==> src/rtl/fpa_operand_issue_if.sv <==
// Bundle of the operand-issue front end signals: packed input pairs, the unpacked adder
// handshake and the packed result port.
interface fpa_operand_issue_if;
  logic       in_valid;
  logic       in_ready;
  logic [7:0] in_a;
  logic [7:0] in_b;

  logic       a_sign;
  logic       b_sign;
  logic [3:0] a_exp;
  logic [3:0] b_exp;
  logic [2:0] a_mant;
  logic [2:0] b_mant;
  logic       fpa_start;

  logic       fpa_done;
  logic       fpa_sign;
  logic [3:0] fpa_exp;
  logic [2:0] fpa_mant;
  logic [3:0] fpa_except;

  logic       res_valid;
  logic       res_ready;
  logic [7:0] res_data;
  logic [3:0] res_flags;

  // Issue block side.
  modport master (
    input  in_valid, in_a, in_b,
    output in_ready,
    output a_sign, b_sign, a_exp, b_exp, a_mant, b_mant, fpa_start,
    input  fpa_done, fpa_sign, fpa_exp, fpa_mant, fpa_except,
    output res_valid, res_data, res_flags,
    input  res_ready
  );

  // Producer / adder / consumer side.
  modport slave (
    output in_valid, in_a, in_b,
    input  in_ready,
    input  a_sign, b_sign, a_exp, b_exp, a_mant, b_mant, fpa_start,
    output fpa_done, fpa_sign, fpa_exp, fpa_mant, fpa_except,
    input  res_valid, res_data, res_flags,
    output res_ready
  );
endinterface

==> src/rtl/fpa_operand_issue.sv <==
// 8-bit FP adder front end: operand FIFO, special-case classification and bypass, adder
// issue with a done timeout, and a held valid/ready result port.
module fpa_operand_issue #(
  parameter int unsigned DEPTH   = 2,
  parameter int unsigned TIMEOUT = 64
) (
  input  logic                clk,
  input  logic                clr,
  fpa_operand_issue_if.master bus
);

  localparam int unsigned AW        = (DEPTH > 1) ? $clog2(DEPTH) : 1;
  localparam int unsigned TW        = $clog2(TIMEOUT);
  localparam logic [AW:0]   FullCnt   = (AW + 1)'(DEPTH);
  localparam logic [AW:0]   CntOne    = (AW + 1)'(1);
  localparam logic [AW-1:0] PtrOne    = AW'(1);
  localparam logic [TW-1:0] TimerLast = TW'(TIMEOUT - 1);
  localparam logic [TW-1:0] TimerOne  = TW'(1);
  localparam logic [7:0]    QNan      = 8'h7C;

  typedef enum logic [2:0] {StIdle, StClassify, StIssue, StWait, StOut} state_e;

  // ---------------------------------------------------------------- operand FIFO
  logic [15:0]   mem_q [DEPTH];
  logic [AW-1:0] wr_ptr_q, rd_ptr_q;
  logic [AW:0]   count_q;
  logic          ne_q;
  logic          in_ready, push, pop;
  state_e        state_q;

  assign in_ready = (count_q != FullCnt);
  assign push     = bus.in_valid & in_ready;
  // ne_q lags occupancy by a cycle, so a fresh entry is seen by IDLE one cycle after its write.
  assign pop      = (state_q == StIdle) & ne_q & (count_q != '0);

  always_ff @(posedge clk or negedge clr) begin
    if (!clr) begin
      wr_ptr_q <= '0;
      rd_ptr_q <= '0;
      count_q  <= '0;
      ne_q     <= 1'b0;
    end else begin
      if (push) wr_ptr_q <= wr_ptr_q + PtrOne;
      if (pop)  rd_ptr_q <= rd_ptr_q + PtrOne;
      case ({push, pop})
        2'b10:   count_q <= count_q + CntOne;
        2'b01:   count_q <= count_q - CntOne;
        default: count_q <= count_q;
      endcase
      ne_q <= (count_q != '0);
    end
  end

  always_ff @(posedge clk) begin
    if (push) mem_q[wr_ptr_q] <= {bus.in_a, bus.in_b};
  end

  // ---------------------------------------------------------------- classification
  logic [7:0] op_a_q, op_b_q;
  logic       a_zero, a_den, a_inf, a_nan;
  logic       b_zero, b_den, b_inf, b_nan;
  logic [7:0] a_flat, b_flat;
  logic       bypass, byp_invalid, flushed;
  logic [7:0] byp_data;

  // a_zero/b_zero also cover denormals, which are flushed to signed zero.
  assign a_zero  = (op_a_q[6:3] == 4'h0);
  assign a_den   = a_zero & (op_a_q[2:0] != 3'h0);
  assign a_inf   = (op_a_q[6:3] == 4'hF) & (op_a_q[2:0] == 3'h0);
  assign a_nan   = (op_a_q[6:3] == 4'hF) & (op_a_q[2:0] != 3'h0);
  assign b_zero  = (op_b_q[6:3] == 4'h0);
  assign b_den   = b_zero & (op_b_q[2:0] != 3'h0);
  assign b_inf   = (op_b_q[6:3] == 4'hF) & (op_b_q[2:0] == 3'h0);
  assign b_nan   = (op_b_q[6:3] == 4'hF) & (op_b_q[2:0] != 3'h0);
  assign a_flat  = a_den ? {op_a_q[7], 7'h00} : op_a_q;
  assign b_flat  = b_den ? {op_b_q[7], 7'h00} : op_b_q;
  assign flushed = a_den | b_den;
  assign bypass  = a_zero | a_inf | a_nan | b_zero | b_inf | b_nan;

  always_comb begin
    byp_data    = a_flat;
    byp_invalid = 1'b0;
    if (a_nan | b_nan) begin
      byp_data    = QNan;
      byp_invalid = 1'b1;
    end else if (a_inf & b_inf & (op_a_q[7] ^ op_b_q[7])) begin
      byp_data    = QNan;
      byp_invalid = 1'b1;
    end else if (a_inf) begin
      byp_data = a_flat;
    end else if (b_inf) begin
      byp_data = b_flat;
    end else if (a_zero & b_zero) begin
      byp_data = {op_a_q[7] & op_b_q[7], 7'h00};
    end else if (a_zero) begin
      byp_data = b_flat;
    end else begin
      byp_data = a_flat;
    end
  end

  // ---------------------------------------------------------------- control FSM
  logic [7:0]    iss_a_q, iss_b_q;
  logic          start_q;
  logic [TW-1:0] timer_q;
  logic          res_valid_q;
  logic [7:0]    res_data_q;
  logic [3:0]    res_flags_q;

  always_ff @(posedge clk or negedge clr) begin
    if (!clr) begin
      state_q     <= StIdle;
      op_a_q      <= '0;
      op_b_q      <= '0;
      iss_a_q     <= '0;
      iss_b_q     <= '0;
      start_q     <= 1'b0;
      timer_q     <= '0;
      res_valid_q <= 1'b0;
      res_data_q  <= '0;
      res_flags_q <= '0;
    end else begin
      case (state_q)
        StIdle: begin
          if (pop) begin
            op_a_q  <= mem_q[rd_ptr_q][15:8];
            op_b_q  <= mem_q[rd_ptr_q][7:0];
            state_q <= StClassify;
          end
        end
        StClassify: begin
          if (bypass) begin
            res_data_q  <= byp_data;
            res_flags_q <= {byp_invalid, 1'b0, flushed, 1'b0};
            res_valid_q <= 1'b1;
            state_q     <= StOut;
          end else begin
            iss_a_q <= op_a_q;
            iss_b_q <= op_b_q;
            start_q <= 1'b1;
            state_q <= StIssue;
          end
        end
        StIssue: begin
          start_q <= 1'b0;
          timer_q <= '0;
          state_q <= StWait;
        end
        StWait: begin
          // done is tested first so it wins over a simultaneous timeout.
          if (bus.fpa_done) begin
            res_data_q  <= {bus.fpa_sign, bus.fpa_exp, bus.fpa_mant};
            res_flags_q <= {1'b0, |bus.fpa_except, 2'b00};
            res_valid_q <= 1'b1;
            iss_a_q     <= '0;
            iss_b_q     <= '0;
            state_q     <= StOut;
          end else if (timer_q == TimerLast) begin
            res_data_q  <= QNan;
            res_flags_q <= 4'b1001;
            res_valid_q <= 1'b1;
            iss_a_q     <= '0;
            iss_b_q     <= '0;
            state_q     <= StOut;
          end else begin
            timer_q <= timer_q + TimerOne;
          end
        end
        StOut: begin
          if (bus.res_ready) begin
            res_valid_q <= 1'b0;
            state_q     <= StIdle;
          end
        end
        default: state_q <= StIdle;
      endcase
    end
  end

  assign bus.in_ready  = in_ready;
  assign bus.a_sign    = iss_a_q[7];
  assign bus.a_exp     = iss_a_q[6:3];
  assign bus.a_mant    = iss_a_q[2:0];
  assign bus.b_sign    = iss_b_q[7];
  assign bus.b_exp     = iss_b_q[6:3];
  assign bus.b_mant    = iss_b_q[2:0];
  assign bus.fpa_start = start_q;
  assign bus.res_valid = res_valid_q;
  assign bus.res_data  = res_data_q;
  assign bus.res_flags = res_flags_q;

endmodule

==> src/flat_wrapper.sv <==
// flat-port wrapper written by rule: the top's interface ports become plain ports
module fpa_operand_issue_flat 
#(
  parameter int unsigned DEPTH   = 2,
  parameter int unsigned TIMEOUT = 64
)
  (clk, clr, bus_in_valid, bus_in_a, bus_in_b, bus_in_ready, bus_a_sign, bus_b_sign, bus_a_exp, bus_b_exp, bus_a_mant, bus_b_mant, bus_fpa_start, bus_fpa_done, bus_fpa_sign, bus_fpa_exp, bus_fpa_mant, bus_fpa_except, bus_res_valid, bus_res_data, bus_res_flags, bus_res_ready);
  fpa_operand_issue_if bus_i ();
  input  logic clk;
  input  logic clr;
  input wire logic [$bits(bus_i.in_valid)-1:0] bus_in_valid;
  input wire logic [$bits(bus_i.in_a)-1:0] bus_in_a;
  input wire logic [$bits(bus_i.in_b)-1:0] bus_in_b;
  output wire logic [$bits(bus_i.in_ready)-1:0] bus_in_ready;
  output wire logic [$bits(bus_i.a_sign)-1:0] bus_a_sign;
  output wire logic [$bits(bus_i.b_sign)-1:0] bus_b_sign;
  output wire logic [$bits(bus_i.a_exp)-1:0] bus_a_exp;
  output wire logic [$bits(bus_i.b_exp)-1:0] bus_b_exp;
  output wire logic [$bits(bus_i.a_mant)-1:0] bus_a_mant;
  output wire logic [$bits(bus_i.b_mant)-1:0] bus_b_mant;
  output wire logic [$bits(bus_i.fpa_start)-1:0] bus_fpa_start;
  input wire logic [$bits(bus_i.fpa_done)-1:0] bus_fpa_done;
  input wire logic [$bits(bus_i.fpa_sign)-1:0] bus_fpa_sign;
  input wire logic [$bits(bus_i.fpa_exp)-1:0] bus_fpa_exp;
  input wire logic [$bits(bus_i.fpa_mant)-1:0] bus_fpa_mant;
  input wire logic [$bits(bus_i.fpa_except)-1:0] bus_fpa_except;
  output wire logic [$bits(bus_i.res_valid)-1:0] bus_res_valid;
  output wire logic [$bits(bus_i.res_data)-1:0] bus_res_data;
  output wire logic [$bits(bus_i.res_flags)-1:0] bus_res_flags;
  input wire logic [$bits(bus_i.res_ready)-1:0] bus_res_ready;
  assign bus_i.in_valid = bus_in_valid;
  assign bus_i.in_a = bus_in_a;
  assign bus_i.in_b = bus_in_b;
  assign bus_in_ready = bus_i.in_ready;
  assign bus_a_sign = bus_i.a_sign;
  assign bus_b_sign = bus_i.b_sign;
  assign bus_a_exp = bus_i.a_exp;
  assign bus_b_exp = bus_i.b_exp;
  assign bus_a_mant = bus_i.a_mant;
  assign bus_b_mant = bus_i.b_mant;
  assign bus_fpa_start = bus_i.fpa_start;
  assign bus_i.fpa_done = bus_fpa_done;
  assign bus_i.fpa_sign = bus_fpa_sign;
  assign bus_i.fpa_exp = bus_fpa_exp;
  assign bus_i.fpa_mant = bus_fpa_mant;
  assign bus_i.fpa_except = bus_fpa_except;
  assign bus_res_valid = bus_i.res_valid;
  assign bus_res_data = bus_i.res_data;
  assign bus_res_flags = bus_i.res_flags;
  assign bus_i.res_ready = bus_res_ready;
  fpa_operand_issue #(.DEPTH(DEPTH), .TIMEOUT(TIMEOUT)) u_core (.clk(clk), .clr(clr), .bus(bus_i));
endmodule
==> config.mk <==
export PLATFORM = sky130hd
export DESIGN_NAME = fpa_operand_issue_flat
export DESIGN_NICKNAME = d
export VERILOG_FILES = /design/src/rtl/fpa_operand_issue_if.sv /design/src/rtl/fpa_operand_issue.sv /design/src/flat_wrapper.sv
export SDC_FILE = /design/constraint.sdc
export NUM_CORES = 1
export LEC_CHECK = 0
export ABC_AREA = 1
export BUFFER_PORTS_ARGS = -buffer_cell sky130_fd_sc_hd__buf_4
export CORE_MARGIN = 3
export CORE_UTILIZATION = 39
export CTS_BUF_LIST = sky130_fd_sc_hd__clkbuf_8 sky130_fd_sc_hd__clkbuf_16
export CTS_CLUSTER_SIZE = 12
export DETAILED_ROUTE_END_ITERATION = 10
export SLEW_MARGIN = 40
export SYNTH_ARGS = -nofsm -noshare
export SYNTH_HDL_FRONTEND = slang
export SYNTH_SLANG_ARGS = --single-unit
==> constraint.sdc <==
create_clock -name clk -period 4.1 [get_ports clk]
set_input_delay 0 -clock clk [delete_from_list [all_inputs] [get_ports clk]]
set_output_delay 0 -clock clk [all_outputs]
set_load 0.03 [all_outputs]
==> parameters.txt, run 1 <==
Parameter                              Value

STA
  Period utilization ... 52.4%
  Final hold slack ... between 20 and 30 ps
  Setup Total Neg Slack ... 0 ps
  Setup violation total in the final timing report ... 0
  Worst-case headroom to the max-slew limit ... 50.3%
  Final worst clock skew ... 11.2 ps
  Unrepaired setup endpoints after global routing ... no
  Final number of max-transition violations ... 0
  Actual slew at the worst max-slew pin ... between 700 and 800 ps
  Max Fclk ... 465 MHz
  Clock period minus final worst setup slack ... 2150 ps
  Hold Vio Cnt, Final ... 0

Detailed routing
  Number of vias after detailed routing ... 3091
  Uppermost layer routed ... met4
  Post-route ant nets ... 0
  Number of search-and-repair iterations in the first detailed-routing pass ... 4
  Routed via count divided by cell count ... roughly 4.8
  First-iteration detailed-routing DRC count ... 143
  Post-DR wirelength/cell ... 14.2 um
  Met2 Wirelength ... 4770 um
  Sum of met3 wire segment lengths after detailed routing ... 424 um
  Metal-1 WL ... around 4000 um
  Number of remaining DRC errors ... 0
  Post-detailed-routing wire length ... 9150 um

Floorplanning
  Core Footprint ... 10300 um2
  Num ports ... 64
  Site Rows ... 37
  Chip Height ... 109 um
  Area of the die ... 11900 um2
  Effective utilization at floorplan ... 40.3%
  Die width ... 109 um

Placement
  Number of buffer cells added on primary ports ... 63
  Hpwl dp ... between 6000 and 7000 um
  Final estimated routing congestion in global placement ... 0.906

Worst setup path
  Worst reg2reg path endpoint ... u_core.count_q[1]
  Crit path arrival time ... 2390 ps
  Cell depth of the worst flop-to-flop path ... 7
  Required time at the worst-slack endpoint ... approximately 4300 ps
  Setup CP Type ... reg2reg
  Origin of the critical flop-to-flop path ... u_core.state_q[0]
  Max FO, Critical Path ... 33
  Setup slack of the worst register-to-register path ... slightly below 2000 ps
  Element type at the critical path start ... flip-flop
  CP Capture Type ... flip-flop

CTS
  Clock latency on the worst-skew pair ... around 360 ps
  Clock Sinks ... 92
  Library cell used as clock root buffer ... sky130_fd_sc_hd__clkbuf_8
  TritonCTS clock tree ... built
  CTS buffer count ... 9
  CTS clk-pin slew, worst paths ... 90 ps
  H-tree depth ... 3
  # resized after CTS ... 0
  Clk buf depth ... 2

Global route
  Global-route wire length before repair ... 14900 um
  Pin count of the biggest net entering global routing ... 61
  Overall routing resource usage ... 16.3%
  Leftover overflow at the end of global routing ... 0
  Antenna violations before repair ... 0
  Vias in the first global route ... 3000

Status
  Outcome ... complete, no violations

Synthesis
  Cell area after technology mapping ... 4160 um2
  Seq cells post-synth ... 92
  Synthesized netlist cell count ... 417
  Nets in the synthesized netlist ... 453
  Number of distinct library cells after synthesis ... 43
  Fraction of the yosys area taken by sequential cells ... 59.2%
  Count of yosys warnings during synthesis ... 0
  Syn avg cell area ... between 9 and 10 um2

Worst hold path
  Min-Delay Path Depth ... 4
  HP Start ... bus_fpa_done
  Worst hold endpoint ... u_core.bus.res_flags[0]
  Hold Crit Class ... in2reg

Layout
  Final #Nets ... 540
  Footprint of the multi-input gates ... 1460 um2
  Count of inserted antenna diode cells ... 0
  Sequential cell area ... 2460 um2
  Relative area change from synthesis to final layout ... 24.5%
  Fill cells ... about 950
  Share of layout cells above drive strength 1 ... 25.0%

Run
  Max Cap Violations ... 0

Pwr
  Power density over the cells ... 806 nW/um2
  Worst vdd ir ... 0.312 mV
  Cell leakage power ... 2.38 nW
logic make-up (layout without fill, tap and decap cells):
| kind of cell | after synthesis | after routing | synth area share [%] |
|---|---|---|---|
| xor+xnor | 4 | 4 | 0.843 |
| buf+inv | 48 | 140 | 5.69 |
| mux | 1 | 1 | 0.271 |
| fa+ha+maj | 3 | 3 | 0.903 |
| flops | 92 | 92 | 59.2 |
| simple gates | 201 | 201 | 21.9 |
| compound gates | 68 | 68 | 11.1 |
synth_stat cells, drive strengths merged:
cell / n / area, um2
dfrtp: 60 / 1500
a31o: 3 / 26.3
or2: 2 / 12.5
o211ai: 2 / 15.0
nand4: 6 / 52.6
clkbuf: 4 / 16.3
inv: 30 / 113
nor3: 4 / 25.0
ha: 3 / 37.5
clkinv: 3 / 11.3
nand3b: 4 / 30.0
buf: 11 / 96.3
a31oi: 16 / 100
o2bb2ai: 1 / 8.76
nor4: 1 / 6.26
edfxtp: 32 / 961
a21oi: 6 / 37.5
mux2: 1 / 11.3
nand3: 12 / 72.6
a21boi: 3 / 22.5
xor2: 3 / 26.3
nor2: 45 / 204
o21ai: 36 / 244
xnor2: 1 / 8.76
nand2: 127 / 509
a22o: 1 / 8.76
sequential cells by signal, indices dropped and copies added (netlist names), 2 cells and up:
name	count
u_core.mem_q	32
u_core.bus.res_data	8
u_core.iss_a_q	8
u_core.iss_b_q	8
u_core.op_a_q	8
u_core.op_b_q	8
u_core.timer_q	6
u_core.bus.res_flags	4
u_core.state_q	3
u_core.count_q	2
metal layers:
metal  up-vias  GRT usage [%]
met2        72           27.6
met3         4           4.14
met5         -              0
met4         0           4.99
met1      1456           20.4
li1       1559              -
area by class of cell:
class / count / area share (%)
Clock buffer: 10 / 2.66
Sequential cell: 92 / 47.6
Inverter: 33 / 2.39
Tap cell: 136 / 3.29
Timing Repair Buffer: 91 / 14.5
Multi-Input combinational cell: 277 / 28.2
Clock inverter: 6 / 1.35
worst max-delay path by stage:
| stage | startpoint | endpoint | slack [ps] | cells after the start |
|---|---|---|---|---|
| 6_report | u_core.state_q[0] | u_core.count_q[1] | 1950 | 7 |
| 5_1_grt | u_core.state_q[0] | u_core.count_q[1] | 1640 | 7 |
| 4_1_cts | u_core.state_q[0] | u_core.count_q[1] | 1930 | 7 |
| 3_5_place_dp | u_core.state_q[0] | u_core.count_q[1] | 1940 | 7 |
| 3_3_place_gp | u_core.state_q[0] | u_core.count_q[1] | 1970 | 7 |
| 2_1_floorplan | u_core.count_q[0] | u_core.mem_q[1][0] | 2140 | 4 |
layout by cell type (no fill, tap or decap), drive strengths merged, types with 10 or more instances in the layout:
cell type,count
dlygate4sd3,26
nand3,12
dfrtp,60
inv,32
nand2,127
clkbuf,10
buf,65
o21ai,36
nor2,45
a31oi,16
edfxtp,32
critical path, cell delays in order (launching register included):
cell                      delay [ps]
sky130_fd_sc_hd__dfrtp_1         450
sky130_fd_sc_hd__nor3_1          250
sky130_fd_sc_hd__nand3_1         190
sky130_fd_sc_hd__inv_2           410
sky130_fd_sc_hd__ha_1            340
sky130_fd_sc_hd__a21oi_1         120
sky130_fd_sc_hd__o21ai_0         110
sky130_fd_sc_hd__xor2_1          150
timing repair:
action	in CTS	in global routing
hold buffers	26	0
buffers inserted	0	0
endpoints found under the hold margin	101	0
endpoints found under the setup margin	0	0
through the flow:
step	util, %	instances	instance area (um2)	worst slack, ps	power (mW)
after floorplan	-	417	4160	2140	3.03
after global placement	45.6	603	4700	1970	3.54
after detailed placement	45.6	603	4700	1940	3.58
after CTS	50.1	645	5170	1930	4.24
after global routing	50.1	645	5170	1640	4.52
final	50.1	645	5170	1950	4.17
report_power, final:
group          switching, mW  internal [mW]  total [mW]
Clock                  0.324          0.304       0.628
Combinational           1.23          0.685        1.92
Sequential             0.301           1.32        1.62
Total                   1.86           2.31        4.17
Power figures use the tool's default switching activity.
==> run 2: changes to the inputs <==
clock period = 1.79 ns   (was 4.1 ns; I/O delays follow)
==> run 2 against run 1 <==
  * Design area rose by 1.8%
  * Hold slack got worse by 5.0 ps
  * Total power rose by 130%
  * Non-clock buffer count rose by 9
  * Die area did not move
  * Flip-flop and latch count did not move
  * Wire length rose by 0.94%
  * Via count rose by 1.7%
  * Highest routed layer unchanged
==> parameters.txt, run 2 (synthesis gave the netlist of run 1 again) <==
Parameter                              Value

Floorplanning
  Die width ... 109 um (unchanged)
  Area of the die ... 11900 um2 (unchanged)
  Chip Height ... 109 um (unchanged)
  Site Rows ... 37 (unchanged)
  Effective utilization at floorplan ... 40.3% (unchanged)
  Num ports ... 64 (unchanged)
  Core Footprint ... 10300 um2 (unchanged)

Detailed routing
  Metal-1 WL ... 4170 um (was 3890 um)
  Met2 Wirelength ... 4580 um (was 4770 um)
  Post-detailed-routing wire length ... 9240 um (was 9150 um)
  First-iteration detailed-routing DRC count ... 153 (was 143)
  Uppermost layer routed ... met4 (unchanged)
  Post-DR wirelength/cell ... 14.1 um (was 14.2 um)
  Sum of met3 wire segment lengths after detailed routing ... 366 um (was 424 um)
  Routed via count divided by cell count ... 4.80 (was 4.79)
  Number of search-and-repair iterations in the first detailed-routing pass ... 4 (unchanged)
  Post-route ant nets ... 0 (unchanged)
  Number of vias after detailed routing ... 3144 (was 3091)
  Number of remaining DRC errors ... 0 (unchanged)

STA
  Period utilization ... 91.9% (was 52.4%)
  Worst-case headroom to the max-slew limit ... 62.5% (was 50.3%)
  Clock period minus final worst setup slack ... 1650 ps (was 2150 ps)
  Final hold slack ... 20.3 ps (was 25.2 ps)
  Actual slew at the worst max-slew pin ... 563 ps (was 742 ps)
  Unrepaired setup endpoints after global routing ... no (unchanged)
  Final number of max-transition violations ... 0 (unchanged)
  Post-layout worst setup margin ... 144 ps (was 1950 ps)
  Setup Total Neg Slack ... 0 ps (unchanged)
  Final worst clock skew ... 21.3 ps (was 11.2 ps)
  Setup violation total in the final timing report ... 0 (unchanged)
  Hold Vio Cnt, Final ... 0 (unchanged)
  Max Fclk ... 608 MHz (was 465 MHz)

Pwr
  Worst vdd ir ... 0.639 mV (was 0.312 mV)
  Power density over the cells ... 1860 nW/um2 (was 806 nW/um2)
  Cell leakage power ... 2.43 nW (was 2.38 nW)

Layout
  Highest-count cells in the layout ignoring fill and taps ... sky130_fd_sc_hd__nand2_1 (120), sky130_fd_sc_hd__buf_4 (72), sky130_fd_sc_hd__dfrtp_1 (60), sky130_fd_sc_hd__nor2_1 (35), sky130_fd_sc_hd__edfxtp_1 (32) (was sky130_fd_sc_hd__nand2_1 (120), sky130_fd_sc_hd__buf_4 (64), sky130_fd_sc_hd__dfrtp_1 (60), sky130_fd_sc_hd__nor2_1 (37), sky130_fd_sc_hd__edfxtp_1 (32))
  Max FFs per register ... 32 (unchanged)
  Reg with most FFs ... u_core.mem_q (unchanged)
  Post-route design area ... 5270 um2 (was 5170 um2)
  Count of inserted antenna diode cells ... 0 (unchanged)
  Most common cell after layout, fill and taps aside ... sky130_fd_sc_hd__nand2_1 (unchanged)
  Relative area change from synthesis to final layout ... 26.7% (was 24.5%)
  Share of layout cells above drive strength 1 ... 27.2% (was 25.0%)
  Final #Nets ... 550 (was 540)
  Fill cells ... 929 (was 947)

Placement
  Number of buffer cells added on primary ports ... 63 (unchanged)
  Hpwl dp ... 6380 um (was 6430 um)
  Placed inst area ... 4790 um2 (was 4700 um2)
  Post-Place Worst Slack ... 143 ps (was 1940 ps)
  Final estimated routing congestion in global placement ... 0.867 (was 0.906)

Worst setup path
  Cell with the largest stage delay on the worst path ... sky130_fd_sc_hd__dfrtp_1 (unchanged)
  Max FO, Critical Path ... 6 (was 33)
  Cell family with the largest share of critical-path delay ... flip-flops (unchanged)
  Crit path arrival time ... 1890 ps (was 2390 ps)
  Setup CP Type ... reg2reg (unchanged)
  CP Capture Type ... flip-flop (unchanged)
  Required time at the worst-slack endpoint ... 2040 ps (was 4340 ps)
  Worst-path cell chain ... nor3_2 > nand3_1 > inv_2 > ha_1 > a21oi_1 > o21ai_0 > xor2_1 (was nor3_1 > nand3_1 > inv_2 > ha_1 > a21oi_1 > o21ai_0 > xor2_1)
  Peak per-stage delay on the critical path ... 470 ps (was 450 ps)
  Element type at the critical path start ... flip-flop (unchanged)
  Worst path bufs/invs ... 1 (unchanged)

Worst hold path
  Hold Crit Class ... in2reg (unchanged)

Run
  Max Cap Violations ... 0 (unchanged)

Global route
  Global-route wire length before repair ... 15000 um (was 14900 um)
  Pin count of the biggest net entering global routing ... 61 (unchanged)
  Leftover overflow at the end of global routing ... 0 (unchanged)
  Antenna violations before repair ... 0 (unchanged)
  Vias in the first global route ... 3093 (was 3000)
  Overall routing resource usage ... 16.4% (was 16.3%)

CTS
  H-tree depth ... 3 (unchanged)
  CTS buffer count ... 9 (unchanged)
  Library cell used as clock root buffer ... sky130_fd_sc_hd__clkbuf_8 (unchanged)
  Setup fix buffers added after clock tree synthesis ... 0 (unchanged)
  TritonCTS clock tree ... built (unchanged)
  Clock Sinks ... 92 (unchanged)
  CTS clk-pin slew, worst paths ... 100 ps (was 90 ps)
  Clock latency on the worst-skew pair ... 370 ps (was 360 ps)
  Clk buf depth ... 2 (unchanged)

Status
  Outcome ... complete, no violations (unchanged)
-- run 2: cell count changes in the layout (fill, tap and decap cells not counted), moves of 2 or more --
cell | before | now
sky130_fd_sc_hd__nor2_2 | 5 | 7
sky130_fd_sc_hd__inv_8 | 1 | 4
sky130_fd_sc_hd__buf_4 | 64 | 72
sky130_fd_sc_hd__nor2_1 | 37 | 35
-- run 2: what timing repair did --
item | CTS | global route
setup endpoints to repair | 0 | 6
hold endpoints to repair | 102 | 0
resized for setup | 0 | 1
hold buffers | 26 | 0
-- run 2: area by class of cell --
class                   instances  area [um2]  area share (%)
inverters                      33         124            2.35
clock buffers                   9         124            2.35
multi-input cells             278        1490            28.2
repair buffers                100         832            15.8
well taps                     136         170            3.23
clock inverters                 7        71.3            1.35
flip-flops and latches         92        2460            46.7
-- run 2: metal layers --
layer | up-vias | GRT usage (%)
li1 | 1587 | -
met1 | 1482 | 21.3
met2 | 61 | 27.1
met3 | 14 | 3.20
met4 | 0 | 5.88
met5 | - | 0
-- run 2: worst reg2reg max path: cells and delay by family (launching register included) --
| kind | cells | cell delay [ps] |
|---|---|---|
| and+or+nand+nor | 2 | 360 |
| buffers and inverters | 1 | 80 |
| xor gates and xnor gates | 1 | 150 |
| adders and majority gates | 1 | 250 |
| DFF | 1 | 470 |
| AOI/OAI and AO/OA | 2 | 230 |
-- run 2: worst paths after layout --
kind                              startpoint                      end  slack, ps  depth (start not counted)
max reg2reg                u_core.state_q[0]        u_core.count_q[1]        140                          7
min reg2reg                u_core.iss_b_q[7]        u_core.iss_b_q[7]        490                          2
max                        u_core.state_q[0]        u_core.count_q[1]        140                          7
min                             bus_fpa_done  u_core.bus.res_flags[0]         20                          4
max in group asynchronous                clr   u_core.bus.res_data[5]       1220                          2
min in group asynchronous                clr        u_core.iss_a_q[4]        170                          2
-- run 2: metrics by stage --
stage | power, mW | util [%] | cells
after CTS | 9.82 | 50.8 | 654
after floorplan | 6.97 | - | 417
after global placement | 8.31 | 46.4 | 612
final | 9.77 | 51.0 | 655
after detailed placement | 8.39 | 46.4 | 612
after global routing | 10.6 | 51.0 | 655
-- run 2: power breakdown --
| part | total, mW | switching (mW) | internal [mW] |
|---|---|---|---|
| logic | 4.76 | 3.00 | 1.76 |
| clock network | 1.39 | 0.834 | 0.557 |
| registers | 3.63 | 0.595 | 3.03 |
| total | 9.77 | 4.43 | 5.35 |
==> run 3: changes to the inputs <==
CTS_BUF_LIST = sky130_fd_sc_hd__clkbuf_16   (was sky130_fd_sc_hd__clkbuf_8 sky130_fd_sc_hd__clkbuf_16)
==> run 3 against run 2 <==
  * Flip-flop and latch count unchanged
  * Cell count is 0.15% lower
  * Total power is 5.0% higher
  * Core utilization is 0.88 points higher
  * Setup slack lost 7.0 ps
  * Register-to-register slack hardly changed
  * First-iteration DRC count grew 12%
  * Critical path depth is the same
  * Maximum frequency down 0.42%
==> parameters.txt, run 3 (synthesis gave the netlist of run 1 again) <==
Parameter                              Value

Detailed routing
  Number of search-and-repair iterations in the first detailed-routing pass ... 4 (unchanged)
  Post-detailed-routing wire length ... 9250 um (was 9240 um)
  First-iteration detailed-routing DRC count ... 171 (was 153)
  Post-DR wirelength/cell ... 14.1 um (about the same)
  Routed via count divided by cell count ... 4.75 (was 4.80)
  Post-route ant nets ... 0 (unchanged)
  Number of vias after detailed routing ... 3109 (was 3144)
  Number of remaining DRC errors ... 0 (unchanged)

CTS
  Clock Sinks ... 92 (unchanged)
  Setup fix buffers added after clock tree synthesis ... 0 (unchanged)
  H-tree depth ... 3 (unchanged)
  Library cell used as clock root buffer ... sky130_fd_sc_hd__clkbuf_16 (was sky130_fd_sc_hd__clkbuf_8)
  Clock latency on the worst-skew pair ... 340 ps (was 370 ps)
  CTS clk-pin slew, worst paths ... 70 ps (was 100 ps)
  Clk buf depth ... 2 (unchanged)
  TritonCTS clock tree ... built (unchanged)
  CTS buffer count ... 9 (unchanged)

STA
  Final number of max-transition violations ... 0 (unchanged)
  Hold Vio Cnt, Final ... 0 (unchanged)
  Post-layout worst setup margin ... 137 ps (was 144 ps)
  Setup Total Neg Slack ... 0 ps (unchanged)
  Clock period minus final worst setup slack ... 1650 ps (about the same)
  Max Fclk ... 605 MHz (was 608 MHz)
  Final worst clock skew ... 9.95 ps (was 21.3 ps)
  Final hold slack ... 22.0 ps (was 20.3 ps)
  Actual slew at the worst max-slew pin ... 561 ps (was 563 ps)
  Period utilization ... 92.3% (was 91.9%)
  Worst-case headroom to the max-slew limit ... 62.6% (was 62.5%)
  Setup violation total in the final timing report ... 0 (unchanged)
  Unrepaired setup endpoints after global routing ... no (unchanged)

Worst setup path
  Crit path arrival time ... 1870 ps (was 1890 ps)
  Element type at the critical path start ... flip-flop (unchanged)
  Setup slack of the worst register-to-register path ... 140 ps (about the same)
  Max FO, Critical Path ... 6 (unchanged)
  Cell with the largest stage delay on the worst path ... sky130_fd_sc_hd__dfrtp_1 (unchanged)
  Peak per-stage delay on the critical path ... 460 ps (was 470 ps)
  Required time at the worst-slack endpoint ... 2000 ps (was 2040 ps)
  CP Capture Type ... flip-flop (unchanged)
  Setup CP Type ... reg2reg (unchanged)
  Worst-path cell chain ... nor3_2 > nand3_1 > inv_2 > ha_1 > a21oi_1 > o21ai_0 > xor2_1 (unchanged)

Layout
  Count of inserted antenna diode cells ... 0 (unchanged)
  Final non-filler cell total ... 654 (was 655)
  Footprint of the multi-input gates ... 1490 um2 (unchanged)
  Reg with most FFs ... u_core.mem_q (unchanged)
  Most common cell after layout, fill and taps aside ... sky130_fd_sc_hd__nand2_1 (unchanged)
  Sequential cell area ... 2460 um2 (unchanged)
  Relative area change from synthesis to final layout ... 28.9% (was 26.7%)
  Final #Nets ... 549 (was 550)
  Share of layout cells above drive strength 1 ... 27.2% (about the same)
  Highest-count cells in the layout ignoring fill and taps ... sky130_fd_sc_hd__nand2_1 (120), sky130_fd_sc_hd__buf_4 (72), sky130_fd_sc_hd__dfrtp_1 (60), sky130_fd_sc_hd__nor2_1 (35), sky130_fd_sc_hd__edfxtp_1 (32) (unchanged)
  Fill cells ... 926 (was 929)
  Max FFs per register ... 32 (unchanged)

Pwr
  Power density over the cells ... 1910 nW/um2 (was 1860 nW/um2)
  Total internal power ... 5.79 mW (was 5.35 mW)
  Power share of the sequential group ... 35.4% (was 37.1%)
  Worst vdd ir ... 0.638 mV (was 0.639 mV)
  Logic gate share of total power ... 46.3% (was 48.7%)
  Switching share of power ... 43.6% (was 45.3%)
  Cell leakage power ... 2.47 nW (was 2.43 nW)
  Proportion of power drawn by the clock network ... 18.3% (was 14.2%)
  Total Power Consumption ... 10.3 mW (was 9.77 mW)
  Switch Pwr ... 4.48 mW (was 4.43 mW)

Floorplanning
  Effective utilization at floorplan ... 40.3% (unchanged)
  Site Rows ... 37 (unchanged)
  Area of the die ... 11900 um2 (unchanged)
  Core Footprint ... 10300 um2 (unchanged)
  Num ports ... 64 (unchanged)
  Chip Height ... 109 um (unchanged)
  Die width ... 109 um (unchanged)

Status
  Outcome ... complete, no violations (unchanged)

Global route
  Vias in the first global route ... 3095 (was 3093)
  Global-route wire length before repair ... 15100 um (was 15000 um)
  Pin count of the biggest net entering global routing ... 61 (unchanged)
  Overall routing resource usage ... 16.5% (was 16.4%)
  Antenna violations before repair ... 0 (unchanged)
  Leftover overflow at the end of global routing ... 0 (unchanged)

Run
  Max Cap Violations ... 0 (unchanged)

Worst hold path
  Hold Crit Class ... in2reg (unchanged)

Placement
  Number of buffer cells added on primary ports ... 63 (unchanged)
  Post-Place Worst Slack ... 143 ps (unchanged)
  Final estimated routing congestion in global placement ... 0.867 (unchanged)
  Hpwl dp ... 6380 um (unchanged)
  Count of placed standard cells including taps ... 612 (unchanged)
## run 3: timing repair
item | CTS | global route
hold buffers | 25 | 0
hold endpoints to repair | 100 | 0
gates resized for setup | 0 | 1
setup endpoints to repair | 0 | 5
## run 3: routing by layer
| layer | routed length [um] | up-vias | global-route usage [%] |
|---|---|---|---|
| li1 | - | 1584 | - |
| met5 | 0 | - | 0 |
| met1 | 4180 | 1447 | 21.3 |
| met2 | 4540 | 61 | 27.8 |
| met4 | 155 | 0 | 5.08 |
| met3 | 366 | 17 | 3.67 |
## run 3: power groups by stage
stage | Clock, mW | Sequential, mW | Combinational (mW)
detailed placement | 0 | 3.67 | 4.72
global placement | 0 | 3.66 | 4.66
CTS | 1.93 | 3.64 | 4.78
floorplan | 0 | 4.17 | 2.80
global route | 2.03 | 3.74 | 5.32
finish | 1.88 | 3.63 | 4.75
## run 3: path summary, 6_finish.rpt
| check | depth (start not counted) | from | to |
|---|---|---|---|
| setup / recovery | 7 | u_core.state_q[0] | u_core.count_q[1] |
| hold / removal | 5 | bus_fpa_mant[2] | u_core.bus.res_data[2] |
| setup reg to reg | 7 | u_core.state_q[0] | u_core.count_q[1] |
| hold reg to reg | 2 | u_core.iss_b_q[7] | u_core.iss_b_q[7] |
| max in group asynchronous | 2 | clr | u_core.bus.res_data[5] |
| min in group asynchronous | 2 | clr | u_core.iss_a_q[4] |
## run 3: critical path, delay by kind of cell, from the launching register on
| family | cells | cell delay (ps) |
|---|---|---|
| xor+xnor | 1 | 160 |
| flops | 1 | 460 |
| compound gates | 2 | 230 |
| fa+ha+maj | 1 | 250 |
| simple gates | 2 | 340 |
| buf+inv | 1 | 80 |
## run 3: cell type report
class | instances | share of cell area (%)
clock buffers | 9 | 4.20
repair buffers | 99 | 15.3
clock inverters | 7 | 1.33
flip-flops and latches | 92 | 45.9
well taps | 136 | 3.17
multi-input cells | 278 | 27.7
inverters | 33 | 2.31
## run 3: metrics by stage
stage | util, % | instance area, um2
floorplan | - | 4170
global placement | 46.4 | 4790
detailed placement | 46.4 | 4790
CTS | 51.7 | 5340
global route | 51.9 | 5360
finish | 51.9 | 5360
